### src/rtl/shapool_pkg.sv
// Shared types and nonce-word packing for the shapool result path and the job loader.
package shapool_pkg;

    localparam int SHAPOOL_NONCE_W  = 32;
    localparam int SHAPOOL_PIPE_LAG = 2;
    // Track index shares the low nonce byte with the counter's top bits, so it never exceeds 8 bits.
    localparam int SHAPOOL_TRACK_W  = 8;

    typedef struct packed {
        logic [SHAPOOL_NONCE_W-1:0] nonce_word;
        logic [SHAPOOL_TRACK_W-1:0] track;
    } shapool_result_t;

    // Message byte order: {c[7:0], c[15:8], c[23:16], track[track_w-1:0], c[31-track_w:24]}.
    function automatic logic [31:0] pack_nonce_word(input logic [31:0] c,
                                                    input logic [7:0]  track,
                                                    input int unsigned track_w);
        logic [7:0] lo_mask;
        logic [7:0] low8;
        lo_mask = 8'hFF >> track_w;
        low8    = ((track << (8 - track_w)) & ~lo_mask) | (c[31:24] & lo_mask);
        return {c[7:0], c[15:8], c[23:16], low8};
    endfunction

endpackage

### src/rtl/shapool_result_fifo.sv
// Result FIFO with a registered head entry; full/empty come from an extra pointer wrap bit.
module result_fifo #(
    parameter int DEPTH = 4,
    parameter int WIDTH = 40
) (
    input  logic             clk,
    input  logic             reset_n,
    input  logic             clear,
    input  logic             wr_en,
    input  logic [WIDTH-1:0] wr_data,
    input  logic             rd_ready,
    output logic             full,
    output logic             rd_valid,
    output logic [WIDTH-1:0] rd_data
);

    localparam int AW = $clog2(DEPTH);

    logic [WIDTH-1:0] mem [DEPTH];
    logic [AW:0]      wr_ptr, rd_ptr, wr_ptr_nx, rd_ptr_nx;
    logic             pop, empty_nx;
    logic [WIDTH-1:0] head_nx;

    assign pop       = rd_valid & rd_ready;
    assign full      = (wr_ptr[AW] != rd_ptr[AW]) && (wr_ptr[AW-1:0] == rd_ptr[AW-1:0]);
    assign wr_ptr_nx = wr_ptr + (AW+1)'(wr_en);
    assign rd_ptr_nx = rd_ptr + (AW+1)'(pop);
    assign empty_nx  = (wr_ptr_nx == rd_ptr_nx);

    // A write landing on the next head slot means it is the only entry left: bypass it.
    assign head_nx = (wr_en && (wr_ptr[AW-1:0] == rd_ptr_nx[AW-1:0])) ? wr_data
                                                                      : mem[rd_ptr_nx[AW-1:0]];

    always_ff @(posedge clk) begin
        if (wr_en) mem[wr_ptr[AW-1:0]] <= wr_data;
    end

    always_ff @(posedge clk or negedge reset_n) begin
        if (!reset_n) begin
            wr_ptr   <= '0;
            rd_ptr   <= '0;
            rd_valid <= 1'b0;
            rd_data  <= '0;
        end else if (clear) begin
            wr_ptr   <= '0;
            rd_ptr   <= '0;
            rd_valid <= 1'b0;
            rd_data  <= '0;
        end else begin
            wr_ptr   <= wr_ptr_nx;
            rd_ptr   <= rd_ptr_nx;
            rd_valid <= ~empty_nx;
            if (!empty_nx) rd_data <= head_nx;
        end
    end

endmodule

### src/rtl/shapool_result.sv
// Captures hashing-pool successes, rebuilds the golden nonce word and queues it for readout.
// Build option: SHAPOOL_RESULT_HALT_EN adds a sticky halt request on the first accepted capture.
module shapool_result
    import shapool_pkg::*;
#(
    parameter int POOL_SIZE      = 1,
    parameter int POOL_SIZE_LOG2 = 0,
    parameter int NONCE_WIDTH    = 32 - POOL_SIZE_LOG2,
    parameter int DEPTH          = 4,
    parameter int PIPE_LAG       = SHAPOOL_PIPE_LAG,
    localparam int TRACK_W       = (POOL_SIZE_LOG2 > 0) ? POOL_SIZE_LOG2 : 1
) (
    input  logic                   clk,
    input  logic                   reset_n,
    input  logic                   clear,
    input  logic                   success,
    input  logic [POOL_SIZE-1:0]   match_flags,
    input  logic [NONCE_WIDTH-1:0] nonce,
    output logic                   out_valid,
    input  logic                   out_ready,
    output logic [31:0]            out_nonce,
    output logic [TRACK_W-1:0]     out_track,
    output logic [7:0]             overflow_cnt,
    output logic                   halt
);

    logic                   capture, pop, accept, full;
    logic [TRACK_W-1:0]     track_idx;
    logic [NONCE_WIDTH-1:0] cnt;
    shapool_result_t        wr_entry, head;
    logic                   unused_track;

    // Lowest set index wins; scanning downward lets the last hit overwrite.
    always_comb begin
        track_idx = '0;
        for (int i = POOL_SIZE - 1; i >= 0; i--) begin
            if (match_flags[i]) track_idx = TRACK_W'(i);
        end
    end

    assign capture = success & ~clear;
    assign pop     = out_valid & out_ready;
    assign accept  = capture & (~full | pop);
    assign cnt     = nonce - NONCE_WIDTH'(PIPE_LAG);

    assign wr_entry.nonce_word = pack_nonce_word(32'(cnt), 8'(track_idx), POOL_SIZE_LOG2);
    assign wr_entry.track      = 8'(track_idx);

    result_fifo #(
        .DEPTH (DEPTH),
        .WIDTH ($bits(shapool_result_t))
    ) u_fifo (
        .clk      (clk),
        .reset_n  (reset_n),
        .clear    (clear),
        .wr_en    (accept),
        .wr_data  (wr_entry),
        .rd_ready (out_ready),
        .full     (full),
        .rd_valid (out_valid),
        .rd_data  (head)
    );

    assign out_nonce    = head.nonce_word;
    assign out_track    = head.track[TRACK_W-1:0];
    assign unused_track = ^head.track;

    always_ff @(posedge clk or negedge reset_n) begin
        if (!reset_n) begin
            overflow_cnt <= '0;
        end else if (clear) begin
            overflow_cnt <= '0;
        end else if (capture && !accept && overflow_cnt != 8'hFF) begin
            overflow_cnt <= overflow_cnt + 8'd1;
        end
    end

`ifdef SHAPOOL_RESULT_HALT_EN
    always_ff @(posedge clk or negedge reset_n) begin
        if (!reset_n)    halt <= 1'b0;
        else if (clear)  halt <= 1'b0;
        else if (accept) halt <= 1'b1;
    end
`else
    assign halt = 1'b0;
`endif

endmodule
### config.mk
export PLATFORM = sky130hd
export DESIGN_NAME = shapool_result
export DESIGN_NICKNAME = d
export VERILOG_FILES = /design/src/rtl/shapool_pkg.sv /design/src/rtl/shapool_result_fifo.sv /design/src/rtl/shapool_result.sv
export SDC_FILE = /design/constraint.sdc
export NUM_CORES = 1
export LEC_CHECK = 0
export ABC_CLOCK_PERIOD_IN_PS = 5350
export CAP_MARGIN = 10
export CORE_MARGIN = 1.5
export CORE_UTILIZATION = 45
export CTS_CLUSTER_DIAMETER = 30
export DETAILED_ROUTE_END_ITERATION = 12
export HOLD_SLACK_MARGIN = 0.05
export PLACE_DENSITY = 0.74
export SLEW_MARGIN = 30
export SYNTH_ARGS = -nofsm -noshare
export SYNTH_HDL_FRONTEND = slang
export SYNTH_HIERARCHICAL = 1
export SYNTH_SLANG_ARGS = --single-unit
### constraint.sdc
create_clock -name clk -period 5.35 [get_ports clk]
set_input_delay 1.07 -clock clk [delete_from_list [all_inputs] [get_ports clk]]
set_output_delay 1.07 -clock clk [all_outputs]
set_load 0.01 [all_outputs]
======== Word-level counts from Yosys, hierarchy flattened ========
Memories as Yosys holds them, arrays and structs flattened.
Cells that the tools add are included.
word-level totals
  bits in registers ....................... 55
  RAM bits ................................ 128
  output and inout port bits .............. 43
  word-level logic and storage cells ...... 39
  memories kept ........................... 1
memory list
  memory      words  bits a word  rd ports  clocked after memory_dff  wr ports  line                       source
  u_fifo.mem  4      32           1         0                         1         shapool_result_fifo.sv:19  logic [WIDTH-1:0] mem [DEPTH];
cells by class
  add/subtract/negate cells ............... 4
  equal/unequal tests ..................... 6
  mux-type cells .......................... 10
  bitwise operators ....................... 7
  reductions and logical operators ........ 6
operator list
  kind                     count
  $mux W40                 3
  $sub A32 B2 Y32 const B  1
  $mux W8                  2
  $add A8 B1 Y8 const B    1
  $ne A8 B8 Y1 const B     1
  $add A3 B1 Y3            2
  $mux W3                  2
  $eq A2 B2 Y1             2
  $logic_and A1 B1 Y1      4
  $and A1 B1 Y1            3
  $eq A3 B3 Y1             1
  $mux W1                  3
  $not A1 Y1               3
  $ne A2 B2 Y1 const B     1
  $reduce_bool A2 Y1       1
  $logic_not A1 Y1         1
  $ne A1 B1 Y1             1
  $or A1 B1 Y1             1

======== Longest topological paths before layout ========
  depth in word-level cells ............... 10
  depth in mapped cells ................... 11
  gate-level depth less buffers ........... 10

======== Modules after synthesis ========
Netlist, hierarchy kept.
modules (own cells, without submodules)
  module          instances  cells each  area an instance (sq um)  seq. area each (sq um)
  result_fifo     1          381         8,040.2                   5,980.7
  shapool_result  1          144         1,082.3                   200.2

======== Least setup slack after synthesis ========
No wires, ideal clock.
  kind .................................... input -> register
  from .................................... input port clear
  to ...................................... memory u_fifo/mem[0][0] (netlist name) (enable)
  arrival ................................. 4,455 ps
  data required time ...................... 4,855 ps
  slack ................................... 399 ps
  stages .................................. 3
  cell sequence ........................... nand2b_1 > nor2_1 > nor3b_1
between the ends
  longest elaborated chain between the ends .. 5
RTL lines
  what                           line                       source
  start: declaration             shapool_result.sv:15       input logic clear,
  $not A1 Y1                     shapool_result.sv:41       assign capture = success & ~clear;
  $and A1 B1 Y1                  shapool_result.sv:41
  $and A1 B1 Y1                  shapool_result.sv:43       assign accept = capture & (~full | pop);
  net accept                     shapool_result.sv:27       logic capture, pop, accept, full;
  $mux W1                        shapool_result_fifo.sv:35  if (wr_en) mem[wr_ptr[AW-1:0]] <= wr_data;
  $mux W1 (implied by the code)  shapool_result_fifo.sv:35
  end: declaration               shapool_result_fifo.sv:19
The timed path passes the listed nets, and every way through them passes these cells.

======== Final worst setup path ========
  from .................................... input port clear
  to ...................................... register u_fifo.rd_data[31]
between the ends
  longest elaborated chain between the ends .. 7
  elaborated cells on any way between the ends .. 10
  those cells by class .................... 1 x add/sub; 2 x eq/ne; 3 x mux; 3 x bitwise; 1 x reduce/logical
RTL lines
  what                                                                   line                       source
  $not A1 Y1 (*)                                                         shapool_result.sv:41
  $and A1 B1 Y1 (*)                                                      shapool_result.sv:41
  $and A1 B1 Y1 (*)                                                      shapool_result.sv:43
  net accept                                                             shapool_result.sv:27
  parallel branches: the longest is 4 deep, another holds $add A3 B1 Y3  -
  end signal: assignment                                                 shapool_result_fifo.sv:53  if (!empty_nx) rd_data <= head_nx;
  end: declaration                                                       shapool_result_fifo.sv:14  output logic [WIDTH-1:0] rd_data
Mark *: on every way through the listed nets, which the timed path passes. The select of a mux whose other input is x is not followed.
A chain may end at the register's enable or synchronous reset.

==> PnR_summary.wiki <==
{| class="wikitable"
! Metric !! Value
|-
| Source-to-sink clock delay at the later pin of the worst-skew pair || 0.42 ns
|-
| Actual slew at the worst max-slew pin || between 0.7 and 0.8 ns
|-
| Worst path cell trace || clkdlybuf4s50_1 -> buf_4 -> nand2b_1 -> nor2_1 -> ha_1 -> ha_1 -> xnor2_1 -> xor2_1 -> nor3_4 -> buf_4 -> o2bb2ai_1
|-
| CTS sink cnt || 180
|-
| Met3 track demand over resource in global routing || 4.17%
|-
| Result of the run || finished, final reports clean
|-
| Worst flop-to-flop path startpoint || u_fifo/wr_ptr[0]
|-
| Number of vias after detailed routing || 4315
|-
| Total Routed Length || 15.2 mm
|-
| Remaining antenna violation count after routing || 0
|-
| Placed Instances || 764
|-
| Final Hold Viols || 0
|-
| Synthesized area per cell || 16.7 sq um
|-
| Instance count along the most critical hold path || 1
|-
| TritonCTS buffer count || 17
|-
| Number of post-CTS setup repair buffers || 0
|-
| Number of cells on the worst reg-to-reg path || 11
|-
| Leakage dissipation || 0.00343 uW
|-
| Final total negative setup slack || 0 ns
|-
| Timing-limited maximum frequency || 259 MHz
|-
| Sequential power share || 45.5%
|-
| DP Area || 0.00884 sq mm
|-
| Aggregate global routing overflow || 0
|-
| Net total in the final layout || around 600
|-
| Register-to-Register Setup Slack || 1.80 ns
|-
| Slew HR || a little under half
|-
| Hold Buf Count CTS || 0
|-
| Crit. End Element || flip-flop
|-
| Area Overhead vs Synth || 21.1%
|-
| RD Place Congestion || 0.823
|-
| Ports placed on the boundary || 81
|-
| Max-slew violation count || 0
|-
| Count of final setup violators || 0
|-
| Design area || 0.00947 sq mm
|-
| Hold-critical path endpoint || u_fifo/rd_data[11]
|-
| Critical Path Slowest Stage Cell || nor3_4
|-
| Clock tree from TritonCTS || done
|-
| R2r endpoint || u_fifo/rd_data[31]
|-
| Sw Pwr || 856 uW
|-
| Total power draw || 3630 uW
|-
| Cells resized by post-CTS repair || 0
|-
| Cell Pwr Density || 383 mW/mm^2
|-
| Portion of total power attributed to the clock network || 36.2%
|-
| Post-layout minimum cycle time || a little under 4 ns
|-
| Floorplan row count || 48
|-
| Floorplan die width || ~130 um
|-
| Largest buffer count on any clock path || 2
|-
| IR drop worst, VDD || 0.280 mV
|-
| Largest fanout of any net on the critical path || 18
|-
| Non-filler instance count after layout || 796
|-
| Share of final-layout standard cells stronger than drive strength 1 || 15.6%
|-
| Min-delay worst type || reg -> reg
|-
| Data arrival at the endpoint of the critical path || roughly 4.2 ns
|-
| Starting utilization of the core area || 45.7%
|-
| Beginning of the worst hold path || u_fifo/rd_data[11]
|-
| Die extent in y || 135 um
|-
| Path type of the worst setup path || in -> reg
|-
| Depth of the CTS H-tree || 4
|-
| Wire length of the first global-routing pass || 24.1 mm
|-
| Core footprint || 0.0171 sq mm
|-
| Clk_skew || 0.00797 ns
|-
| Initial DRC Count || 265
|-
| Avg WL per Cell || 19.1 um
|-
| CTS clock-pin slew for the worst setup and hold paths || approximately 0.06 ns
|-
| Family with the most delay on the worst path || simple AND/OR/NAND/NOR gates
|-
| Netlist Area Pre-Place || 0.00782 sq mm
|-
| Number of antenna violations at the first check in global routing || 0
|-
| Maximum number of pins on one net before global-route repair || 49
|-
| Critical path buffer and inverter count || 3
|-
| DRC violation count after routing || 0
|-
| CTS Root Cell || clkbuf_16
|-
| Dpl hpwl || between 9 and 10 mm
|-
| Number of global-route vias before repair || 4485
|-
| Die area || ~0.018 sq mm
|-
| Critical Path Source Type || primary input
|-
| Met2 track demand over resource in global routing || 29.8%
|-
| Period Utilization, post-route || 72.1%
|-
| Met1 Use GR || 23.5%
|-
| Number of maximum-capacitance constraint violations || 0
|-
| Total global routing track utilization || between 10% and 20%
|-
| Number of inserted diodes || 0
|-
| Internal power component || 2770 uW
|-
| Vias per inst || between 5 and 6
|-
| Post-Syn Instances || ~470
|-
| Setup repair after global routing missed its margin || no
|-
| Final core area utilization || about 55%
|-
| Largest stage delay on the critical path || 0.67 ns
|-
| Critical Path RT || 5.69 ns
|-
| Comb pwr share || 18.3%
|-
| Switching fraction of total power || 23.6%
|-
| Number of buffer cells added on primary ports || just under 80
|-
| Top Usage Layer GRT || met2
|-
| Synthesis warning total || 6
|-
| Number of detailed-routing iterations run before antenna repair || 4
|}
==> worst register-to-register path: cells and delay by family (launching register included) <==
family,cells,cell delay [ns]
simple gates,3,1.09
xor+xnor,3,0.63
flops,1,0.47
compound gates,2,0.45
fa+ha+maj,2,0.43
buf+inv,1,0.40
==> worst max-delay path by stage <==
| stage | start | endpoint | slack [ns] | cells after the start |
|---|---|---|---|---|
| 2_1_floorplan | clear | u_fifo/mem[0][0] | 0.92 | 3 |
| 3_3_place_gp | clear | u_fifo/rd_data[34] | 1.19 | 11 |
| 3_5_place_dp | clear | u_fifo/rd_data[31] | 1.08 | 11 |
| 4_1_cts | clear | u_fifo/rd_data[31] | 1.51 | 11 |
| 5_1_grt | nonce[1] | u_fifo/rd_data[11] | 1.21 | 9 |
| 6_report | clear | u_fifo/rd_data[31] | 1.49 | 11 |
==> layout by cell type, fill, tap and decap left out, types with 4 or more instances in the layout <==
cell type / n
xnor2_1: 22
clkbuf_1: 5
nor4_1: 4
nand3_1: 12
dfrtp_1: 48
bufinv_16: 5
nand2_1: 14
mux2i_1: 35
clkdlybuf4s50_1: 77
nor2b_1: 5
ha_1: 5
clkbuf_16: 17
o2bb2ai_1: 33
or4_1: 4
buf_4: 13
xor2_1: 15
mux4_2: 33
nor3_1: 9
nor2_1: 21
conb_1: 6
edfxtp_1: 132
or3_1: 5
inv_1: 4
==> layer usage <==
layer / vias up / part of all wire [%]
li1: 2009 / -
met1: 2164 / 44
met2: 131 / 50
met3: 11 / 5.5
met4: 0 / 1.1
met5: - / 0
==> sequential cells by signal, summed over array words and instances, names as in the netlist <==
register	cells
u_fifo/rd_ptr	3
u_fifo/mem	132
u_fifo/wr_ptr	3
overflow_cnt	8
u_fifo/rd_valid	1
u_fifo/rd_data	33
==> final cells by class <==
class	count	area, sq um
Clock inverter	10	180
Fill cell	1330	7650
Multi-Input combinational cell	262	2480
Clock buffer	22	444
Sequential cell	180	5160
Inverter	5	18.8
Timing Repair Buffer	92	893
Tap cell	225	282
==> stage by stage <==
| step | worst slack [ns] | hold WS (ns) |
|---|---|---|
| global placement | 1.19 | 0.474 |
| detailed placement | 1.08 | 0.473 |
| floorplan | 0.925 | 0.522 |
| CTS | 1.51 | 0.492 |
| finish | 1.49 | 0.485 |
| global route | 1.21 | 0.506 |
==> power groups by stage <==
stage	clock network [uW]	registers [uW]	logic (uW)
floorplan	0	1710	376
global placement	0	1680	667
detailed placement	0	1680	674
CTS	1340	1650	678
global route	1390	1660	717
finish	1310	1650	665
No activity file was read; power rests on OpenSTA's default activity.
